<file path="config.mk">
export PLATFORM = sky130hd
export DESIGN_NAME = op_pipe
export DESIGN_NICKNAME = d
export VERILOG_FILES = /design/src/rtl/op_pipe_pkg.sv /design/src/rtl/op_pipe_alu.sv /design/src/rtl/op_pipe.sv
export SDC_FILE = /design/constraint.sdc
export NUM_CORES = 1
export LEC_CHECK = 0
export CELL_PAD_IN_SITES_DETAIL_PLACEMENT = 0
export CELL_PAD_IN_SITES_GLOBAL_PLACEMENT = 2
export CORE_UTILIZATION = 27
export CTS_BUF_LIST = sky130_fd_sc_hd__clkbuf_16
export CTS_CLUSTER_DIAMETER = 50
export CTS_CLUSTER_SIZE = 25
export DETAILED_ROUTE_END_ITERATION = 8
export GPL_TIMING_DRIVEN = 0
export MAX_ROUTING_LAYER = met4
export PLACE_DENSITY = 0.8
export SLEW_MARGIN = 25
export SYNTH_ARGS = -nofsm -noshare
export SYNTH_HDL_FRONTEND = slang
export SYNTH_SLANG_ARGS = --single-unit
export TNS_END_PERCENT = 50
</file>
<file path="constraint.sdc">
create_clock -name clk -period 1.8 [get_ports clk]
set_input_delay 0.18 -clock clk [delete_from_list [all_inputs] [get_ports clk]]
set_output_delay 0.18 -clock clk [all_outputs]
set_load 0.02 [all_outputs]
</file>
<file path="src/rtl/op_pipe_pkg.sv">
// Shared constants for the op_pipe operation unit: op-code encodings and
// the width/ceiling of the saturating result counter.
package op_pipe_pkg;

  localparam logic [1:0] OP_LOGIC  = 2'b00;
  localparam logic [1:0] OP_PARITY = 2'b01;
  localparam logic [1:0] OP_ADD    = 2'b10;
  localparam logic [1:0] OP_SUB    = 2'b11;

  localparam int unsigned        CNT_W   = 8;
  localparam logic [CNT_W-1:0]   CNT_MAX = '1;

endpackage : op_pipe_pkg

</file>
<file path="src/rtl/op_pipe_alu.sv">
// Combinational two-operand operation: primary result y and secondary result z
// selected by op (logic, parity, add with carry, subtract with borrow).
module op_pipe_alu
  import op_pipe_pkg::*;
#(
  parameter int WIDTH = 2
) (
  input  logic [WIDTH-1:0] a,
  input  logic [WIDTH-1:0] b,
  input  logic [1:0]       op,
  output logic [WIDTH-1:0] y,
  output logic [WIDTH-1:0] z
);

  // One extra bit holds the carry-out of the add and the borrow of the subtract.
  logic [WIDTH:0] w_sum;
  logic [WIDTH:0] w_diff;

  assign w_sum  = {1'b0, a} + {1'b0, b};
  assign w_diff = {1'b0, a} - {1'b0, b};

  always_comb begin
    // NOTE: every output gets a default before the case so no path leaves it unassigned (no latch).
    y = '0;
    z = '0;
    case (op)
      OP_LOGIC: begin
        y = a & b;
        z = a | b;
      end
      OP_PARITY: begin
        y = a ^ b;
        z = ~(a ^ b);
      end
      OP_ADD: begin
        y    = w_sum[WIDTH-1:0];
        z[0] = w_sum[WIDTH];
      end
      default: begin
        y    = w_diff[WIDTH-1:0];
        z[0] = w_diff[WIDTH];
      end
    endcase
  end

endmodule : op_pipe_alu

</file>
<file path="src/rtl/op_pipe.sv">
// Registered operation pipeline: ALU result captured in stage 1 and shifted
// through STAGES registers with a travelling valid bit and a saturating count.
module op_pipe
  import op_pipe_pkg::*;
#(
  parameter int WIDTH  = 2,
  parameter int STAGES = 1
) (
  input  logic             clk,
  input  logic             rst_n,
  input  logic             en,
  input  logic             in_valid,
  input  logic [WIDTH-1:0] a,
  input  logic [WIDTH-1:0] b,
  input  logic [1:0]       op,
  output logic [WIDTH-1:0] y,
  output logic [WIDTH-1:0] z,
  output logic             out_valid,
  output logic [CNT_W-1:0] count
);

  logic [WIDTH-1:0] w_alu_y;
  logic [WIDTH-1:0] w_alu_z;

  op_pipe_alu #(.WIDTH(WIDTH)) u_alu (
    .a  (a),
    .b  (b),
    .op (op),
    .y  (w_alu_y),
    .z  (w_alu_z)
  );

  logic [STAGES-1:0][WIDTH-1:0] r_y;
  logic [STAGES-1:0][WIDTH-1:0] r_z;
  logic [STAGES-1:0]            r_v;
  logic [CNT_W-1:0]             r_count;

  // Entry 0 is the ALU output; entry i is what stage i loads on an advancing edge.
  logic [STAGES:0][WIDTH-1:0] w_shift_y;
  logic [STAGES:0][WIDTH-1:0] w_shift_z;
  logic [STAGES:0]            w_shift_v;
  logic                       w_load_v;

  assign w_shift_y = {r_y, w_alu_y};
  assign w_shift_z = {r_z, w_alu_z};
  assign w_shift_v = {r_v, in_valid};
  assign w_load_v  = w_shift_v[STAGES-1];

  always_ff @(posedge clk) begin
    // NOTE: sequential state uses non-blocking assignments so every stage sees the pre-edge value of its predecessor.
    if (!rst_n) begin
      r_y     <= '0;
      r_z     <= '0;
      r_v     <= '0;
      r_count <= '0;
    end else if (en) begin
      r_y <= w_shift_y[STAGES-1:0];
      r_z <= w_shift_z[STAGES-1:0];
      r_v <= w_shift_v[STAGES-1:0];
      if (w_load_v && (r_count != CNT_MAX)) begin
        r_count <= r_count + 1'b1;
      end
    end
  end

  assign y         = r_y[STAGES-1];
  assign z         = r_z[STAGES-1];
  assign out_valid = r_v[STAGES-1];
  assign count     = r_count;

endmodule : op_pipe

</file>
==> impl_results.md <==
- R2r setup slk: 0.37 ns
- Sequential cell area: 260.3 µm²
- Clock H-tree levels: 1
- Worst slack at placement: -0.4310 ns
- Area delta synth->final: 39.94%
- TritonCTS buffer count: 3
- Clock transition at path regs: 0.05 ns
- Filler Cells Inserted: 283
- Async SR Flop Fraction: 0
- Die ar.: 3144 µm²
- Nets@finish: 128
- Maximum buffer depth of the clock tree: 2
- Initial antenna violation count: 0
- Top delay family on crit path: adder cells
- Final min period: 1.657 ns
- # diodes: 0
- Final HPWL DP: 1260 µm
- Total core area: 2758 µm²
- Row count: 19
- Synthesis warning total: 0
- Final core occ: 0.4006
- Setup Fix Bufs, Post-CTS: 0
- Reg2Reg Launch Point: count[0]$_SDFFE_PN0P_
- Max_cap viols: 0
- Required time worst endpoint: 1.93 ns
- Root Driver: clkbuf_16
- CP endpoint kind: register
- Syn Nets: 103
- Final cell count without fillers: 140
- Number of stages on the worst setup path: 8
- Setup crit start kind: primary input
- Worst Setup SP: b[0]
- Hold Worst Slack: 0.1807 ns
- CP max FO: 3
- R2r worst-path depth: 5
- Drt via density: 4.871
- Detailed Routing Iterations Pass 1: 4
- CP dominant cell by count: inv_1
- GRT overflow: 0
- Total Wirelength: 1655 µm
- Final hold violations: 0
- Die width: 56.08 µm
- RSZ-0062 raised after global routing: no
- Sink Count: 13
- Largest net degree at the start of global routing: 11
- Vias in the first global route: 665
- DR iter-0 viols: 17
- DR DRC count: 0
- Total leakage power: 0.4541 nW
- Tot GR Track Use: 0.1165
- Multi-input logic area: 475.5 µm²
- Hold/Removal Path Class: in -> reg
- Via count: 682
- Mapped cell area: 789.5 µm²
- Worst-Skew Late Latency: 0.24 ns
- Share of layout cells above drive strength 1: 0.1101
- Total power draw: 847.5 µW
- Biggest cell delay along the critical path: 0.49 ns
- IO Port Bufs: 20
- Unique cell type count in the Yosys netlist: 31
- Highest Clock Rate: 603.4 MHz
- Crit-path cells: dlygate4sd2_1, ha_1, inv_1, fa_1, inv_1, mux4_2, mux2i_1, nor2_1
- Critical setup path kind: in -> reg
- Die height: 56.08 µm
- Least-Margin Pin Slew: 0.2777 ns
- Worst r2r dst: count[6]$_SDFFE_PN0P_
- Post-route worst setup slack: 0.1427 ns
- DP Area: 1028 µm²
- Setup TNS: 0 ns
- PD cells: 767.1 nW/µm²
- Initial Util: 0.2863
- CP endpoint: y[1]$_SDFFE_PN0P_
- Crit path DAT: 1.78 ns
- Finish-stage setup viols: 0
- DP Cell Count: 136
- Slew headroom: 0.8141
- Post-Layout Inst Area: 1105 µm²
- CTS tree: yes
- Post-synth top flop: dfxtp_1
- Cells after Synth: 85
- Number of synthesized flops with an enable pin: 0
- First-pass GRT wire length: 2801 µm
- Status: complete, no violations
- Final worst path period share: 0.9207
- Max IR drop VDD: 0.4721 mV
- WL/cell: 11.82 µm
- Max Slew Vio Count: 0
- Io pins: 23
- Syn avg cell area: 9.288 µm²
- Bufs and invs on worst path: 3
- Register area share after synthesis: 0.3296
- DRT antenna net count: 0
- Placer Congestion: 0.6956
- Flops & latches, synth: 13
- Clock skew: 0.003061 ns
- Slowest CP cell: fa_1
-- Yosys cell counts, drive strengths merged, types with 2 or more instances --
| library cell | count | area share |
|---|---|---|
| ha | 6 | 0.095 |
| dfxtp | 13 | 0.33 |
| nand4 | 2 | 0.016 |
| inv | 10 | 0.048 |
| mux4 | 2 | 0.057 |
| o21ai | 5 | 0.032 |
| nor2 | 8 | 0.038 |
| nor2b | 2 | 0.025 |
| and3 | 2 | 0.022 |
| a211oi | 2 | 0.019 |
| mux2i | 4 | 0.051 |
| fa | 2 | 0.051 |
| nand2 | 5 | 0.024 |
| a21oi | 2 | 0.013 |
| buf | 2 | 0.024 |
| nand3 | 6 | 0.038 |
-- layout make-up --
cell class | count | share of cell area
buffer | 2 | 0.01699
clock buffer | 3 | 0.06795
clock inverter | 1 | 0.003398
inverter | 10 | 0.03398
multi-input combinational | 60 | 0.4304
sequential | 13 | 0.2356
tap | 31 | 0.03511
timing repair buffer | 20 | 0.1767
-- registers in the layout (all words and copies together) (netlist names) --
name       count
count          8
out_valid      1
y              2
z              2
-- how the worst min path moves through the flow --
stage	start	end	cells past startpoint	slack [ns]
4_1_cts	en	z[0]$_SDFFE_PN0P_	2	0.18
2_1_floorplan	in_valid	out_valid$_SDFFE_PN0P_	2	0.33
3_5_place_dp	en	z[0]$_SDFFE_PN0P_	2	0.43
6_report	en	z[0]$_SDFFE_PN0P_	2	0.18
5_1_grt	en	z[0]$_SDFFE_PN0P_	2	0.20
3_3_place_gp	en	z[0]$_SDFFE_PN0P_	2	0.43
-- cell usage in the layout, fill, tap and decap left out, drive strengths merged, types with 2 or more instances in the layout --
cell type      instances
nor2b                  2
mux2i                  4
inv                   11
nor2                   8
a211oi                 2
a21oi                  2
and3                   2
clkbuf                 3
nand4                  2
o21ai                  5
mux4                   2
buf                    2
dfxtp                 13
ha                     6
dlygate4sd2            4
clkdlybuf4s50         16
nand3                  6
fa                     2
nand2                  5
-- cell families (layout without fill, tap and decap cells) --
group | after synthesis | after routing | synth area share
fa+ha+maj | 8 | 8 | 0.1458
compound gates | 14 | 14 | 0.1189
mux | 6 | 6 | 0.1078
simple gates | 31 | 31 | 0.2156
xor+xnor | 1 | 1 | 0.01110
buf+inv | 12 | 36 | 0.07132
flops | 13 | 13 | 0.3296
-- routing by layer --
metal,global-route usage,up-vias,wire (µm)
met5,-,-,0
met4,0.05923,0,21
met3,0.02791,2,59
met2,0.1786,16,714
met1,0.1424,315,859
li1,-,349,-
-- power breakdown --
part           internal (mW)  total (mW)  switching [mW]  leakage, nW
Combinational         0.0632       0.123          0.0599        0.306
Clock                  0.293       0.416           0.123       0.0423
Sequential             0.300       0.308         0.00779        0.106
-- timing repair --
item	CTS	global route
gates resized for setup	7	0
hold buffers	0	0
endpoints found under the setup margin	1	0
-- worst register-to-register path: cells and delay by family (launching register included) --
family,cells,cell delay (ns)
fa+ha+maj,1,0.26
flops,1,0.33
simple gates,3,0.51
compound gates,1,0.23
Note: power is estimated with default switching activity, not from simulation.
